**src/rtl/fpu_pkg.sv**
```systemverilog
// Shared opcodes, driver FSM states and fpu flag-bit positions.
package fpu_pkg;

  localparam logic [2:0] OP_ADD  = 3'b000;
  localparam logic [2:0] OP_SUB  = 3'b001;
  localparam logic [2:0] OP_MUL  = 3'b010;
  localparam logic [2:0] OP_DIV  = 3'b011;
  localparam logic [2:0] OP_LOAD = 3'b100;

  typedef enum logic [2:0] {
    IDLE,
    LD_SETUP,
    LD_PULSE,
    EXEC,
    GAP,
    RESP
  } state_e;

  localparam int unsigned FLG_LESS     = 0;
  localparam int unsigned FLG_GREAT    = 1;
  localparam int unsigned FLG_EQ       = 2;
  localparam int unsigned FLG_INEXACT  = 3;
  localparam int unsigned FLG_DIV_ZERO = 4;
  localparam int unsigned FLG_INV      = 5;
  localparam int unsigned FLG_UN       = 6;
  localparam int unsigned FLG_OV       = 7;

  function automatic logic is_arith(input logic [2:0] op);
    return (op == OP_ADD) || (op == OP_SUB) || (op == OP_MUL) || (op == OP_DIV);
  endfunction

endpackage

```
**src/rtl/fpu_wdog.sv**
```systemverilog
// Saturating wait counter; expired is high during the LIMIT-th enabled cycle.
module fpu_wdog #(
  parameter int unsigned LIMIT = 64
) (
  input  logic clk,
  input  logic rstp,
  input  logic clear,
  input  logic enable,
  output logic expired
);

  localparam int unsigned CW = $clog2(LIMIT + 1);
  localparam logic [CW-1:0] LAST = CW'(LIMIT - 1);
  localparam logic [CW-1:0] MAXV = CW'(LIMIT);

  logic [CW-1:0] count_q, count_d;

  always_comb begin
    count_d = count_q;
    if (clear)
      count_d = '0;
    else if (enable && (count_q != MAXV))
      count_d = count_q + CW'(1);
  end

  always_ff @(posedge clk) begin
    if (rstp)
      count_q <= '0;
    else
      count_q <= count_d;
  end

  assign expired = enable && (count_q == LAST);

endmodule

```
**src/rtl/fpu_driver.sv**
```systemverilog
// Command/response front end that sequences LOAD and arithmetic operations onto an fpu.
module fpu_driver
  import fpu_pkg::*;
#(
  parameter int unsigned WIDTH   = 32,
  parameter int unsigned TIMEOUT = 64
) (
  input  logic             clk,
  input  logic             rstp,
  input  logic             cmd_valid,
  output logic             cmd_ready,
  input  logic [2:0]       cmd_op,
  input  logic [4:0]       cmd_a,
  input  logic [4:0]       cmd_b,
  input  logic [4:0]       cmd_d,
  input  logic [WIDTH-1:0] cmd_data,
  input  logic [2:0]       cmd_round,
  output logic             rsp_valid,
  input  logic             rsp_ready,
  output logic [WIDTH-1:0] rsp_data,
  output logic [7:0]       rsp_flags,
  output logic             rsp_timeout,
  output logic             rsp_illegal,
  output logic [WIDTH-1:0] fpu_inp,
  output logic [4:0]       fpu_addr1,
  output logic [4:0]       fpu_addr2,
  output logic [4:0]       fpu_addr3,
  output logic [2:0]       fpu_opcode,
  output logic [2:0]       fpu_round,
  output logic             fpu_enable,
  output logic             fpu_ld,
  input  logic [WIDTH-1:0] fpu_out,
  input  logic [7:0]       fpu_flags,
  input  logic             fpu_done
);

  state_e           state_q, state_d;
  logic [WIDTH-1:0] inp_q, inp_d;
  logic [4:0]       addr1_q, addr1_d;
  logic [4:0]       addr2_q, addr2_d;
  logic [4:0]       addr3_q, addr3_d;
  logic [2:0]       opcode_q, opcode_d;
  logic [2:0]       round_q, round_d;
  logic [WIDTH-1:0] rdata_q, rdata_d;
  logic [7:0]       rflags_q, rflags_d;
  logic             rtmo_q, rtmo_d;
  logic             rill_q, rill_d;
  logic             wd_clear, wd_expired;

  fpu_wdog #(.LIMIT(TIMEOUT)) u_wdog (
    .clk     (clk),
    .rstp    (rstp),
    .clear   (wd_clear),
    .enable  (state_q == EXEC),
    .expired (wd_expired)
  );

  always_comb begin
    state_d  = state_q;
    inp_d    = inp_q;
    addr1_d  = addr1_q;
    addr2_d  = addr2_q;
    addr3_d  = addr3_q;
    opcode_d = opcode_q;
    round_d  = round_q;
    rdata_d  = rdata_q;
    rflags_d = rflags_q;
    rtmo_d   = rtmo_q;
    rill_d   = rill_q;
    wd_clear = 1'b0;
    unique case (state_q)
      IDLE: begin
        if (cmd_valid) begin
          rdata_d  = '0;
          rflags_d = '0;
          rtmo_d   = 1'b0;
          rill_d   = 1'b0;
          if (cmd_op == OP_LOAD) begin
            addr1_d  = cmd_d;
            inp_d    = cmd_data;
            opcode_d = OP_LOAD;
            state_d  = LD_SETUP;
          end else if (is_arith(cmd_op)) begin
            addr1_d  = cmd_a;
            addr2_d  = cmd_b;
            addr3_d  = cmd_d;
            opcode_d = cmd_op;
            round_d  = cmd_round;
            wd_clear = 1'b1;
            state_d  = EXEC;
          end else begin
            rill_d  = 1'b1;
            state_d = RESP;
          end
        end
      end
      LD_SETUP: state_d = LD_PULSE;
      LD_PULSE: state_d = GAP;
      EXEC: begin
        if (fpu_done) begin
          rdata_d  = fpu_out;
          rflags_d = fpu_flags;
          state_d  = GAP;
        end else if (wd_expired) begin
          rtmo_d  = 1'b1;
          state_d = GAP;
        end
      end
      GAP: state_d = RESP;
      RESP: begin
        if (rsp_ready)
          state_d = IDLE;
      end
      default: state_d = IDLE;
    endcase
  end

  always_ff @(posedge clk) begin
    if (rstp) begin
      state_q  <= IDLE;
      inp_q    <= '0;
      addr1_q  <= '0;
      addr2_q  <= '0;
      addr3_q  <= '0;
      opcode_q <= '0;
      round_q  <= '0;
      rdata_q  <= '0;
      rflags_q <= '0;
      rtmo_q   <= 1'b0;
      rill_q   <= 1'b0;
    end else begin
      state_q  <= state_d;
      inp_q    <= inp_d;
      addr1_q  <= addr1_d;
      addr2_q  <= addr2_d;
      addr3_q  <= addr3_d;
      opcode_q <= opcode_d;
      round_q  <= round_d;
      rdata_q  <= rdata_d;
      rflags_q <= rflags_d;
      rtmo_q   <= rtmo_d;
      rill_q   <= rill_d;
    end
  end

  always_comb begin
    cmd_ready   = (state_q == IDLE);
    rsp_valid   = (state_q == RESP);
    fpu_enable  = (state_q == LD_SETUP) || (state_q == LD_PULSE) || (state_q == EXEC);
    fpu_ld      = (state_q == LD_PULSE);
    rsp_data    = rdata_q;
    rsp_flags   = rflags_q;
    rsp_timeout = rtmo_q;
    rsp_illegal = rill_q;
    fpu_inp     = inp_q;
    fpu_addr1   = addr1_q;
    fpu_addr2   = addr2_q;
    fpu_addr3   = addr3_q;
    fpu_opcode  = opcode_q;
    fpu_round   = round_q;
  end

endmodule

```
**config.mk**
```make
export PLATFORM = sky130hd
export DESIGN_NAME = fpu_driver
export DESIGN_NICKNAME = d
export VERILOG_FILES = /design/src/rtl/fpu_pkg.sv /design/src/rtl/fpu_wdog.sv /design/src/rtl/fpu_driver.sv
export SDC_FILE = /design/constraint.sdc
export NUM_CORES = 1
export LEC_CHECK = 0
export ABC_AREA = 0
export CORE_UTILIZATION = 47
export DETAILED_ROUTE_END_ITERATION = 16
export PLACE_DENSITY = 0.93
export SLEW_MARGIN = 10
export SYNTH_ARGS = -nofsm -noshare
export SYNTH_HDL_FRONTEND = slang
export SYNTH_HIERARCHICAL = 1
export SYNTH_SLANG_ARGS = --single-unit
export TNS_END_PERCENT = 50
```
**constraint.sdc**
```tcl
create_clock -name clk -period 3.4 [get_ports clk]
set_input_delay 0.68 -clock clk [delete_from_list [all_inputs] [get_ports clk]]
set_output_delay 0.68 -clock clk [all_outputs]
set_load 0.005 [all_outputs]
```
==> metrics.csv <==
stage,metric,value,unit
drt,Detail Route Antenna Nets,0,
final_layout,"commonest non-fill, non-tap cell in the layout",clkdlybuf4s50_1,
place,Place WS,0.705,ns
clock_tree,CTS sink count,105,
clock_tree,"Hold-fix buffers, CTS",0,
grt,largest net degree at the start of global routing,108,
timing,Slew HR,0.177,
worst_setup_path,critical path data arrival time,1.72,ns
clock_tree,CTS Buffer Depth,2,
final_layout,multi-input logic area,2470,um2
floorplanning,core area,9860,um2
job,max cap viols,0,
final_layout,nets,774,
pwr,combinational share of power,0.259,
synth,xor/xnor share of the synthesized area,0.00363,
timing,RSZ-0062 raised after global routing,no,
grt,total global routing overflow,0,
synth,YS warnings,6,
final_layout,antenna cell count,0,
synth,ys async rst share,0,
place,IO buf count,196,
clock_tree,clock root buffer,clkbuf_8,
synth,Netlist Area Pre-Place,4820,um2
final_layout,fraction of layout cells with a size suffix above 1,0.0427,
pwr,sequential share of power,0.477,
place,dpl cell area,6740,um2
final_layout,most frequent cells in the layout,"195 x clkdlybuf4s50_1, 137 x nand2b_1, 105 x dfxtp_1",
worst_setup_path,startpoint types,flop,
drt,drt first-iter violations,97,
clock_tree,clock latency on the worst-skew pair,0.35,ns
synth,largest family of logic cells by synthesized area,simple AND/OR/NAND/NOR gates,
timing,Final Setup Violations,0,
worst_setup_path,worst r2r src,state_q[0],
worst_setup_path,critical path class,flop to output pin,
timing,fmax,417,MHz
timing,Slew Limit Fails,0,
pwr,maximum VDD drop,272,uV
pwr,leak pwr,2.54,nW
synth,synth top area cells,"dfxtp_1 44%, mux2i_1 18%, nand2b_1 18%",
pwr,power density over the cells,414,nW/um2
drt,Via density,4.93,
floorplanning,Initial Util,0.489,
floorplanning,# rows,36,
final_layout,FILL cells,722,
grt,All-Layer GR Usage,0.214,
final_layout,Area Growth Syn to Fin,43.8,%
synth,cell taking the most area after synthesis,dfxtp_1,
synth,mux cell area share after synthesis,0.183,
worst_setup_path,Reg2Reg Setup Slack,1.20,ns
timing,final hold violations,0,
synth,Synth cell types,44,
clock_tree,CTS tree,done,
worst_setup_path,CP Capture Type,output pin,
synth,Mapped Cells,499,
grt,first-pass GRT wire length,18100,um
final_layout,final std cells w/o fill,812,
pwr,NetSw,0.772,mW
place,Post-DP HPWL,8420,um
worst_setup_path,Worst Path Required,2.72,ns
floorplanning,Die H,103,um
synth,complex-gate fraction of the synthesized area,0.0537,
synth,synthesized net count,599,
worst_setup_path,crit-path max FO,12,
pwr,P_int,2.10,mW
floorplanning,Die ar.,10700,um2
clock_tree,Max H-tree Level,3,
synth,Yosys top cell area share,0.436,
timing,Setup TNS Final,0,ns
drt,WL/cell,14.2,um
synth,Synth Area in Simple Gates,0.266,
floorplanning,io pins,197,
min_path,min-delay src,fpu_round[1],
place,Placer Congestion,0.837,
grt,initial antenna violation count,0,
grt,number of global-route vias before repair,3929,
synth,commonest register cell after synthesis,dfxtp_1,
timing,clk_skew,0.00855,ns
run_status,status,completed,
clock_tree,"Reg clk slew, reported paths",0.09,ns
synth,Synth Area in Adders,0.00519,
pwr,Clock power frac,0.264,
synth,"Seq/Total Area, Yosys",0.436,
final_layout,sequential cell area,2100,um2
drt,final wirelength,11500,um
timing,worst slew pin tran,1.23,ns
timing,fin crit period,2.40,ns
min_path,Worst Hold End,fpu_round[1],
floorplanning,DIE WIDTH,103,um
worst_setup_path,Worst R2R End,state_q[2],
synth,number of synthesized flops with an enable pin,0,
min_path,worst hold path type,flop to flop,
final_layout,fin area,6940,um2
clock_tree,"Setup Fix Bufs, Post-CTS",0,
final_layout,Final Core Density,0.703,
place,DP Cell Count,796,
worst_setup_path,reg2reg path depth,6,
timing,final setup margin,1.00,ns
drt,via count,4000,
synth,Avg Synthesized Cell Area,9.67,um2
synth,#FFs+latches synth,105,
drt,1st-pass router iterations,4,
clock_tree,post-cts sizing count,0,
pwr,switching share of power,0.269,
min_path,WHS Path Cells,2,
timing,final worst-path cycle share,0.705,
drt,DRC,0,
clock_tree,Num CTS Buffers,9,
## synthesized netlist by cell type, types with 2 or more instances
cell type / count
buf_2: 3
xor2_1: 2
buf_12: 3
ha_1: 2
nand2b_1: 137
nor2_1: 13
or2_2: 3
nand3_1: 2
mux2i_1: 88
a21oi_1: 10
o21a_1: 5
buf_4: 2
clkbuf_1: 22
buf_6: 6
dfxtp_1: 105
nor2b_1: 2
a211oi_1: 6
nor4_1: 2
o32a_1: 2
nand2_1: 48
inv_1: 5
nor3_1: 2
and3_1: 2
o21ai_0: 2
o22ai_1: 6
## power groups by stage
stage          combinational (mW)  clock (mW)  sequential [mW]
5_1_grt                     0.808       0.834             1.38
2_1_floorplan               0.479           0             1.37
3_3_place_gp                0.729           0             1.39
6_report                    0.746       0.758             1.37
4_1_cts                     0.752       0.788             1.37
3_5_place_dp                0.749           0             1.40
## sequential cells by signal, summed over array words and instances (netlist names), 5 cells and up
register and flops:
fpu_addr1 5, fpu_addr2 5, fpu_addr3 5, fpu_inp 32, rsp_data 32, rsp_flags 8, u_wdog/count_q 7
## through the flow
| step | power [mW] | hold WS [ns] |
|---|---|---|
| 2_1_floorplan | 1.85 | 0.464 |
| 3_3_place_gp | 2.12 | 0.456 |
| 3_5_place_dp | 2.15 | 0.463 |
| 4_1_cts | 2.91 | 0.479 |
| 5_1_grt | 3.02 | 0.495 |
| 6_report | 2.87 | 0.474 |
## routing by layer
| layer | wire length, um | vias to the layer above | GRT usage |
|---|---|---|---|
| met5 | 0 | - | 0 |
| met4 | 103 | 0 | 0.0628 |
| met3 | 871 | 7 | 0.0544 |
| met2 | 5860 | 135 | 0.404 |
| met1 | 4690 | 1858 | 0.236 |
| li1 | - | 2000 | - |
## how the worst max path moves through the flow
stage / startpoint / end / slack [ns] / cells past startpoint
global route: state_q[0] / rsp_timeout / 0.91 / 7
floorplan: state_q[2] / rsp_timeout / 1.59 / 8
finish: state_q[2] / cmd_ready / 1.00 / 3
global placement: cmd_valid / rsp_data[26] / 0.81 / 4
detailed placement: cmd_valid / rsp_data[21] / 0.70 / 4
CTS: state_q[1] / cmd_ready / 0.98 / 3
## logic make-up after synthesis
group,Yosys count
XOR/XNOR,2
multiplexers,88
AO/OA/AOI/OAI,38
AND/OR/NAND/NOR,223
buffers and inverters,41
flip-flops,105
adder cells (fa/ha/maj),2
## critical path, stage by stage, from the launching register on
cell and delay (ns):
dfxtp_1 0.44, or2_2 0.35, nor2_1 0.08, clkdlybuf4s50_1 0.50
## layout make-up
cell class	count	share of cell area
well taps	133	0.0240
repair buffers	200	0.286
flip-flops and latches	105	0.303
inverters	5	0.00271
clock buffers	12	0.0209
clock inverters	4	0.00757
multi-input cells	353	0.355
Note: power is estimated with default switching activity, not from simulation.
